[src/rtl/fwd_axis_egress_pkg.sv]
// Shared helpers and FSM state encoding for the forwarder-to-AXI-Stream egress.
package fwd_axis_egress_pkg;

  function automatic int clog2(input int value);
    int r;
    r = 0;
    for (int i = 0; i < 31; i++)
      if ((1 << i) < value) r = i + 1;
    return r;
  endfunction

  typedef enum logic [2:0] {
    ST_IDLE,
    ST_ACK,
    ST_LEN,
    ST_ISSUE,
    ST_DRAIN,
    ST_DONE
  } state_t;

endpackage

[src/rtl/fwd_egress_fifo.sv]
// First-word-fall-through sync FIFO holding reordered beats with their keep/last tags.
module fwd_egress_fifo
  import fwd_axis_egress_pkg::*;
#(
  parameter int WIDTH = 73,
  parameter int DEPTH = 4,
  localparam int PW = clog2(DEPTH),
  localparam int CW = PW + 1
) (
  input  logic             clk,
  input  logic             rst,
  input  logic             push,
  input  logic [WIDTH-1:0] push_data,
  input  logic             pop,
  output logic [WIDTH-1:0] pop_data,
  output logic             empty,
  output logic [CW-1:0]    count
);
  logic [WIDTH-1:0] mem [DEPTH];
  logic [PW-1:0]    wr_ptr_reg, rd_ptr_reg;
  logic [CW-1:0]    count_reg;
  logic             do_pop;

  assign empty    = (count_reg == '0);
  assign count    = count_reg;
  assign do_pop   = pop && !empty;
  // Head word is presented combinationally; zero while empty so outputs stay clean.
  assign pop_data = empty ? '0 : mem[rd_ptr_reg];

  always_ff @(posedge clk) begin
    if (push) mem[wr_ptr_reg] <= push_data;
  end

  always_ff @(posedge clk or posedge rst) begin
    if (rst) begin
      wr_ptr_reg <= '0;
      rd_ptr_reg <= '0;
      count_reg  <= '0;
    end else begin
      if (push)   wr_ptr_reg <= wr_ptr_reg + PW'(1);
      if (do_pop) rd_ptr_reg <= rd_ptr_reg + PW'(1);
      case ({push, do_pop})
        2'b10:   count_reg <= count_reg + CW'(1);
        2'b01:   count_reg <= count_reg - CW'(1);
        default: count_reg <= count_reg;
      endcase
    end
  end

endmodule

[src/rtl/fwd_axis_egress.sv]
// Claims packets from the packet-filter core, reads them out word by word and emits AXI-Stream frames.
module fwd_axis_egress
  import fwd_axis_egress_pkg::*;
#(
  parameter int PACKET_MEM_BYTES  = 2048,
  parameter int SN_FWD_DATA_WIDTH = 64,
  parameter int PLEN_WIDTH        = 32,
  parameter int FIFO_DEPTH        = 4,
  localparam int DW = SN_FWD_DATA_WIDTH,
  localparam int BW = DW / 8,
  localparam int AW = clog2(PACKET_MEM_BYTES) - clog2(BW)
) (
  input  logic                  clk,
  input  logic                  rst,
  input  logic                  rdy_for_fwd,
  output logic                  rdy_for_fwd_ack,
  input  logic [PLEN_WIDTH-1:0] fwd_byte_len,
  output logic [AW-1:0]         fwd_addr,
  output logic                  fwd_rd_en,
  input  logic [DW-1:0]         fwd_rd_data,
  input  logic                  fwd_rd_data_vld,
  output logic                  fwd_done,
  output logic [DW-1:0]         m_axis_tdata,
  output logic [BW-1:0]         m_axis_tkeep,
  output logic                  m_axis_tlast,
  output logic                  m_axis_tvalid,
  input  logic                  m_axis_tready
);
  localparam int LW = clog2(PACKET_MEM_BYTES) + 1;
  localparam int NW = AW + 1;
  localparam int RW = clog2(BW);
  localparam int CW = clog2(FIFO_DEPTH) + 1;
  localparam int EW = DW + BW + 1;

  state_t        state_reg, state_next;
  logic [RW-1:0] rem_reg;
  logic [NW-1:0] words_reg, issued_reg, cap_idx_reg;
  logic [AW-1:0] addr_reg;
  logic [CW-1:0] outstanding_reg, fifo_count;
  logic          fwd_done_reg;

  logic [LW-1:0] len_clamp;
  logic [NW-1:0] words_calc;
  logic          credit_ok, pop, fifo_empty, cap_last;
  logic [DW-1:0] beat_data;
  logic [BW-1:0] last_keep, beat_keep;
  logic [EW-1:0] push_entry, pop_entry;

  assign len_clamp  = (fwd_byte_len > PLEN_WIDTH'(PACKET_MEM_BYTES)) ? LW'(PACKET_MEM_BYTES)
                                                                      : fwd_byte_len[LW-1:0];
  assign words_calc = NW'((len_clamp + LW'(BW - 1)) >> RW);

  // Everything requested but not yet popped must fit in the FIFO, so a push never overflows.
  assign credit_ok       = ({1'b0, outstanding_reg} + {1'b0, fifo_count}) < (CW + 1)'(FIFO_DEPTH);
  assign fwd_rd_en       = (state_reg == ST_ISSUE) && (issued_reg < words_reg) && credit_ok;
  assign fwd_addr        = addr_reg;
  assign rdy_for_fwd_ack = (state_reg == ST_ACK);
  assign fwd_done        = fwd_done_reg;

  for (genvar gi = 0; gi < BW; gi++) begin : g_byte
    assign beat_data[8*gi +: 8] = fwd_rd_data[DW-1-8*gi -: 8];
    assign last_keep[gi]        = (rem_reg == '0) || (RW'(gi) < rem_reg);
  end

  assign cap_last   = (cap_idx_reg == words_reg - NW'(1));
  assign beat_keep  = cap_last ? last_keep : '1;
  assign push_entry = {cap_last, beat_keep, beat_data};

  fwd_egress_fifo #(
    .WIDTH(EW),
    .DEPTH(FIFO_DEPTH)
  ) u_fifo (
    .clk      (clk),
    .rst      (rst),
    .push     (fwd_rd_data_vld),
    .push_data(push_entry),
    .pop      (pop),
    .pop_data (pop_entry),
    .empty    (fifo_empty),
    .count    (fifo_count)
  );

  assign m_axis_tvalid = !fifo_empty;
  assign pop           = m_axis_tvalid && m_axis_tready;
  assign {m_axis_tlast, m_axis_tkeep, m_axis_tdata} = pop_entry;

  always_ff @(posedge clk or posedge rst) begin
    if (rst) state_reg <= ST_IDLE;
    else     state_reg <= state_next;
  end

  always_comb begin
    state_next = state_reg;
    unique case (state_reg)
      ST_IDLE:  if (rdy_for_fwd) state_next = ST_ACK;
      ST_ACK:   state_next = ST_LEN;
      ST_LEN:   state_next = (words_calc == '0) ? ST_DONE : ST_ISSUE;
      ST_ISSUE: if (fwd_rd_en && (issued_reg == words_reg - NW'(1))) state_next = ST_DRAIN;
      ST_DRAIN: if (pop && m_axis_tlast) state_next = ST_DONE;
      ST_DONE:  state_next = ST_IDLE;
      default:  state_next = ST_IDLE;
    endcase
  end

  always_ff @(posedge clk or posedge rst) begin
    if (rst) begin
      rem_reg         <= '0;
      words_reg       <= '0;
      issued_reg      <= '0;
      cap_idx_reg     <= '0;
      addr_reg        <= '0;
      outstanding_reg <= '0;
      fwd_done_reg    <= 1'b0;
    end else begin
      fwd_done_reg <= (state_reg == ST_DONE);
      if (state_reg == ST_LEN) begin
        rem_reg     <= len_clamp[RW-1:0];
        words_reg   <= words_calc;
        issued_reg  <= '0;
        cap_idx_reg <= '0;
        addr_reg    <= '0;
      end else begin
        if (fwd_rd_en) begin
          issued_reg <= issued_reg + NW'(1);
          addr_reg   <= addr_reg + AW'(1);
        end
        if (fwd_rd_data_vld) cap_idx_reg <= cap_idx_reg + NW'(1);
      end
      case ({fwd_rd_en, fwd_rd_data_vld})
        2'b10:   outstanding_reg <= outstanding_reg + CW'(1);
        2'b01:   outstanding_reg <= outstanding_reg - CW'(1);
        default: outstanding_reg <= outstanding_reg;
      endcase
    end
  end

endmodule

[config.mk]
export PLATFORM = sky130hd
export DESIGN_NAME = fwd_axis_egress
export DESIGN_NICKNAME = d
export VERILOG_FILES = /design/src/rtl/fwd_axis_egress_pkg.sv /design/src/rtl/fwd_egress_fifo.sv /design/src/rtl/fwd_axis_egress.sv
export SDC_FILE = /design/constraint.sdc
export NUM_CORES = 1
export LEC_CHECK = 0
export BUFFER_PORTS_ARGS = -buffer_cell sky130_fd_sc_hd__buf_2
export CAP_MARGIN = 20
export CORE_UTILIZATION = 53
export CTS_CLUSTER_DIAMETER = 50
export DETAILED_ROUTE_END_ITERATION = 8
export HOLD_SLACK_MARGIN = 0.05
export PLACE_DENSITY = 0.74
export SLEW_MARGIN = 20
export SYNTH_ARGS = -nofsm -noshare
export SYNTH_HDL_FRONTEND = slang
export SYNTH_SLANG_ARGS = --single-unit
[constraint.sdc]
create_clock -name clk -period 7.15 [get_ports clk]
set_input_delay 1.0725 -clock clk [delete_from_list [all_inputs] [get_ports clk]]
set_output_delay 1.0725 -clock clk [all_outputs]
set_load 0.01 [all_outputs]
Word level (Yosys, flattened, before mapping)
Memory sizes are Yosys's and may differ from the RTL's.
Cells that the tools add are included.
{"block": "classes", "addsub": 12, "order_cmp": 11, "eq_ne": 14, "muxes": 18, "n_reduce_logical": 24}
{"cell": "2-to-1 mux 73 bit", "count": 1}
{"cell": "2-to-1 mux 9 bit", "count": 4}
{"cell": "greater-than comparator 32 x 12 -> 1 bit (second input constant)", "count": 1}
{"cell": "2-to-1 mux 8 bit", "count": 3}
{"cell": "adder 9 x 1 -> 9 bit (second input constant)", "count": 2}
{"cell": "equality test 9 bit", "count": 2}
{"cell": "case mux 3 bit (5 select lines)", "count": 1}
{"cell": "adder 12 x 3 -> 12 bit (second input constant)", "count": 1}
{"cell": "< comparator 3 bit (first input constant)", "count": 4}
{"cell": "2-to-1 mux 12 bit", "count": 1}
{"cell": "2-to-1 mux 3 bit", "count": 4}
{"cell": "case mux 3 bit (2 select lines)", "count": 2}
{"cell": "zero test 3 bit", "count": 3}
{"cell": "zero test 9 bit", "count": 1}
{"cell": "< comparator 9 bit", "count": 1}
{"cell": "subtractor 9 x 1 -> 9 bit (second input constant)", "count": 1}
{"cell": "adder 8 x 1 -> 8 bit (second input constant)", "count": 1}
{"cell": "logical OR 1 bit", "count": 8}
{"cell": "nonzero test 2 bit", "count": 4}
{"cell": "adder 3 x 1 -> 3 bit (second input constant)", "count": 2}
{"cell": "equality test 3 x 2 -> 1 bit (second input constant)", "count": 2}
{"cell": "equality test 3 bit (second input constant)", "count": 2}
{"cell": "logical AND 1 bit", "count": 6}
{"cell": "< comparator 1 x 3 -> 1 bit (first input constant)", "count": 2}
{"cell": "other kinds (13)", "count": 20}
{"block": "totals", "ff_bits": 52, "ram_bits": 292, "inputBits": 101, "output_inout_bits": 85, "word_cells": 91, "mem_count": 1}
{"name": "u_fifo.mem", "words": 4, "width": 73, "rd": 1, "rd_ports_with_merged_regs": 0, "wr": 1, "line": "fwd_egress_fifo.sv:19", "rtl": "logic [WIDTH-1:0] mem [DEPTH];"}

Logic depth before layout (Yosys ltp)
{"block": "depth", "word_depth": 6, "depth_mapped": 13, "ltp_nobuf": 12}

Hierarchy
Synthesis repeated with hierarchy kept, for this count alone.
{"block": "unflattened", "cells_unflattened": 841, "area_unflattened_um2": 14496.4}
{"mod": "fwd_egress_fifo", "n_inst": 1, "cells_each": 500, "area_per_inst_um2": 11423.5, "seq_area_each_um2": 8943.6}
{"mod": "fwd_axis_egress", "n_inst": 1, "cells_each": 341, "area_per_inst_um2": 3072.9, "seq_area_each_um2": 1126.1}

Worst setup path before layout
OpenSTA, ideal clock, no wires.
{"block": "synth_path", "path_kind": "in2reg", "from": "in fwd_rd_data_vld", "to": "mem u_fifo.mem[0][0], enable pin", "setup_ns": 0.439, "arrival_ns": 3.119, "t_required_ns": 6.711, "setup_slack_ns": 3.592, "path_stages": 2, "n_path_buf": 1, "path_cell_list": "clkbuf_1 -> and2_1"}
{"block": "synth_between", "elab_chain_len": 2}
{"element": "start: declaration", "line": "fwd_axis_egress.sv:21", "rtl": "input logic fwd_rd_data_vld,"}
{"element": "2-to-1 mux 1 bit", "line": "fwd_egress_fifo.sv:31", "rtl": "if (push) mem[wr_ptr_reg] <= push_data;"}
{"element": "2-to-1 mux 1 bit (implied by the code)", "line": "fwd_egress_fifo.sv:31"}
{"element": "end: declaration", "line": "fwd_egress_fifo.sv:19"}
Every way passes these cells.

Worst setup path after layout
{"block": "layout_path", "from": "reg u_fifo.rd_ptr_reg[0]", "to": "out m_axis_tdata[41]"}
{"block": "layout_between", "elab_chain_len": 2}
{"element": "start: declaration", "line": "fwd_egress_fifo.sv:20", "rtl": "logic [PW-1:0] wr_ptr_reg, rd_ptr_reg;"}
{"element": "start signal: assignment", "line": "fwd_egress_fifo.sv:41", "rtl": "if (do_pop) rd_ptr_reg <= rd_ptr_reg + PW'(1);"}
{"element": "memory read (4 x 73 bit)"}
{"element": "2-to-1 mux 73 bit", "line": "fwd_egress_fifo.sv:28", "rtl": "assign pop_data = empty ? '0 : mem[rd_ptr_reg];"}
{"element": "end: declaration", "line": "fwd_axis_egress.sv:23", "rtl": "output logic [DW-1:0] m_axis_tdata,"}
Every way passes these cells.

==> results.ini <==
[drt]
m1WireLength_mm=11.85
drc=0
drt_wl_total_mm=27.31
wl_met2_mm=13.36
vias=7917
firstDrtPassIters=5
top_layer=met5
wl_per_cell_um=19.41
wl_met3_mm=1.480
routed_via_density=5.627
drt_iter0_drc=627
ant_nets=0

[critical_path]
crit_path_end_kind=output pin
criticalPathCategory=reg2out
r2r_end=u_fifo.mem[0][69]
startpoint_type=flip-flop
worstPathRequired_ps=6080
cp.arrival_ps=3120
crit_fanout=46
ff2ff_path_depth=8
r2r_start=words_reg[0]
r2r_slack_ps=3950

[floorplan]
core_um2=26800
die_y_um=167.0
ios=186
die_area_um2=27880
start_util=0.5382
die_w_um=167.0
num_rows=60

[timing]
setup_tns_ps=0
finalCritPeriodShare=0.5860
fin_crit_ps=4190
rsz0062_at_grt=no
setup_slack_ps=2960
whs_ps=474.9
final_max_slew_viol_count=0
max_freq_ghz=0.2387
fin_skew_ps=19.76
tightest_slew_ps=1096
slew_headroom=0.2696
hold_viol_final=0
finalSetupViolCount=0

[placement]
dp_slack_ps=3372
placed_cells=1334
place.gp.congestion=0.8605
io_buffers=185
dpl.hpwl_mm=16.38
place_area_um2=15720

[synthesis]
synth_most_common_cell=edfxtp_1
synth.distinct_cells=53
yosys.area.top_type=edfxtp_1
synth_ff_type=edfxtp_1
synth_edf_count=292
yosysSeqAreaShare=0.6981
synth.area.top_cells=edfxtp_1 (61%), mux4_2 (11%), dfrtp_1 (9.0%), and2_1 (3.4%), ha_1 (1.8%)
async_flop_share=0.1512
synth_seq_cells=344
avgSynthCellArea_um2=17.29
synthTopCellsByCount=edfxtp_1 (292), and2_1 (79), mux4_2 (73), dfrtp_1 (52), nand2_1 (33)
yosys_warnings=0
synth.top_cell.area_share=0.6079
synthCells=834
synthesis.area_um2=14420

[clock_tree]
cts_tree=built
ctsHoldBuffers=0
cts-root-buf=clkbuf_16
cts.sinks=344
numCtsBuffers=39
cts.clk_slew.worst_paths_ps=60
cts_max_level=2
clock_latency_ps=520
postCtsResizedCells=0
clk_path_buf_depth=3
postCtsSetupRepairBufs=0

[layout]
final_area_um2=16980
nets=1159
area_delta_synth_final_pct=17.70
top_register=u_fifo.mem
antennaDiodeCount=0
largest_reg_flops=292
finalNonFillerCells=1407
drive_gt1_frac=0.3189

[grt]
gr-total-overflow=0
grt_pass1_vias=8159
antenna_found_initial=1
grt_pass1_wl_mm=43.89
grt_max_degree=76
track_usage=0.2026

[hold_path]
worstHoldStart=outstanding_reg[2]
min_path_type=reg2reg
min_delay_path_depth=1
hold_end=outstanding_reg[2]

[outcome]
outcome=finished, final reports clean

[power]
irDropWorstVdd_uv=190.6
power-per-cell-area_nw_per_um2=396.0
p_leak_nw=6.131

[flow_run]
maxCapViolations=0

## logic make-up (layout without fill, tap and decap cells)
| kind of cell | count (synthesis) | in the layout | share of synthesized area |
|---|---|---|---|
| compound gates | 57 | 57 | 0.02828 |
| xor+xnor | 52 | 52 | 0.03348 |
| fa+ha+maj | 23 | 23 | 0.02099 |
| buf+inv | 61 | 290 | 0.01692 |
| flops | 344 | 344 | 0.6981 |
| mux | 78 | 78 | 0.1175 |
| other cells | 1 | 4 | 0.0002600 |
| simple gates | 218 | 218 | 0.08449 |
## power by group
part | internal (mW) | switching, mW | total (mW)
clock | 1.12 | 0.765 | 1.88
combinational | 0.971 | 1.02 | 1.99
sequential | 2.58 | 0.268 | 2.84
## metrics by stage
step / power (mW) / utilization
after floorplan: 4.202 / -
after global routing: 7.080 / 0.6335
after detailed placement: 4.913 / 0.5864
after CTS: 6.816 / 0.6327
after global placement: 4.864 / 0.5864
final: 6.724 / 0.6335
## worst max-delay path by stage
stage	start	slack, ps	to
3_3_place_gp	u_fifo.rd_ptr_reg[0]	3390	m_axis_tdata[37]
5_1_grt	u_fifo.rd_ptr_reg[0]	2680	m_axis_tdata[50]
2_1_floorplan	fwd_rd_data_vld	3590	u_fifo.mem[0][0]
3_5_place_dp	u_fifo.rd_ptr_reg[0]	3370	m_axis_tdata[39]
6_report	u_fifo.rd_ptr_reg[0]	2960	m_axis_tdata[41]
4_1_cts	u_fifo.rd_ptr_reg[0]	2820	m_axis_tdata[41]
## worst max-delay path: stages (launching register included)
cell     delay [ps]
dfrtp_4        1050
buf_4           630
mux4_2          570
and2_1          190
buf_2           140
## placed cells by master, fill, tap and decap left out, types with 5 or more instances in the layout
cell / count
o21ai_0: 14
and2_1: 75
nor4_1: 7
xnor2_1: 22
buf_2: 185
a21oi_1: 10
dfrtp_1: 50
o22ai_1: 7
or3_1: 7
clkinv_1: 8
ha_1: 21
nand4_1: 9
clkbuf_16: 40
clkbuf_1: 9
edfxtp_1: 292
nand3_1: 25
nor3_1: 8
buf_4: 8
mux4_2: 73
nor2_1: 26
inv_1: 23
mux2i_1: 5
nand2_1: 33
xor2_1: 28
o31ai_1: 6
## area by class of cell
| type | instances | area [um^2] |
|---|---|---|
| repair buffers | 194 | 1006 |
| inverters | 24 | 90.09 |
| clock inverters | 22 | 193.9 |
| flip-flops and latches | 344 | 10080 |
| well taps | 341 | 426.7 |
| multi-input cells | 432 | 4135 |
| clock buffers | 50 | 1049 |
| fillers | 1903 | 9823 |
## per-layer routing
| metal | vias up | global-route usage |
|---|---|---|
| li1 | 3633 | - |
| met1 | 4000 | 0.2734 |
| met2 | 233 | 0.3393 |
| met3 | 49 | 0.03683 |
| met4 | 2 | 0.05797 |
| met5 | - | 0 |
Note: power is estimated with default switching activity, not from simulation.
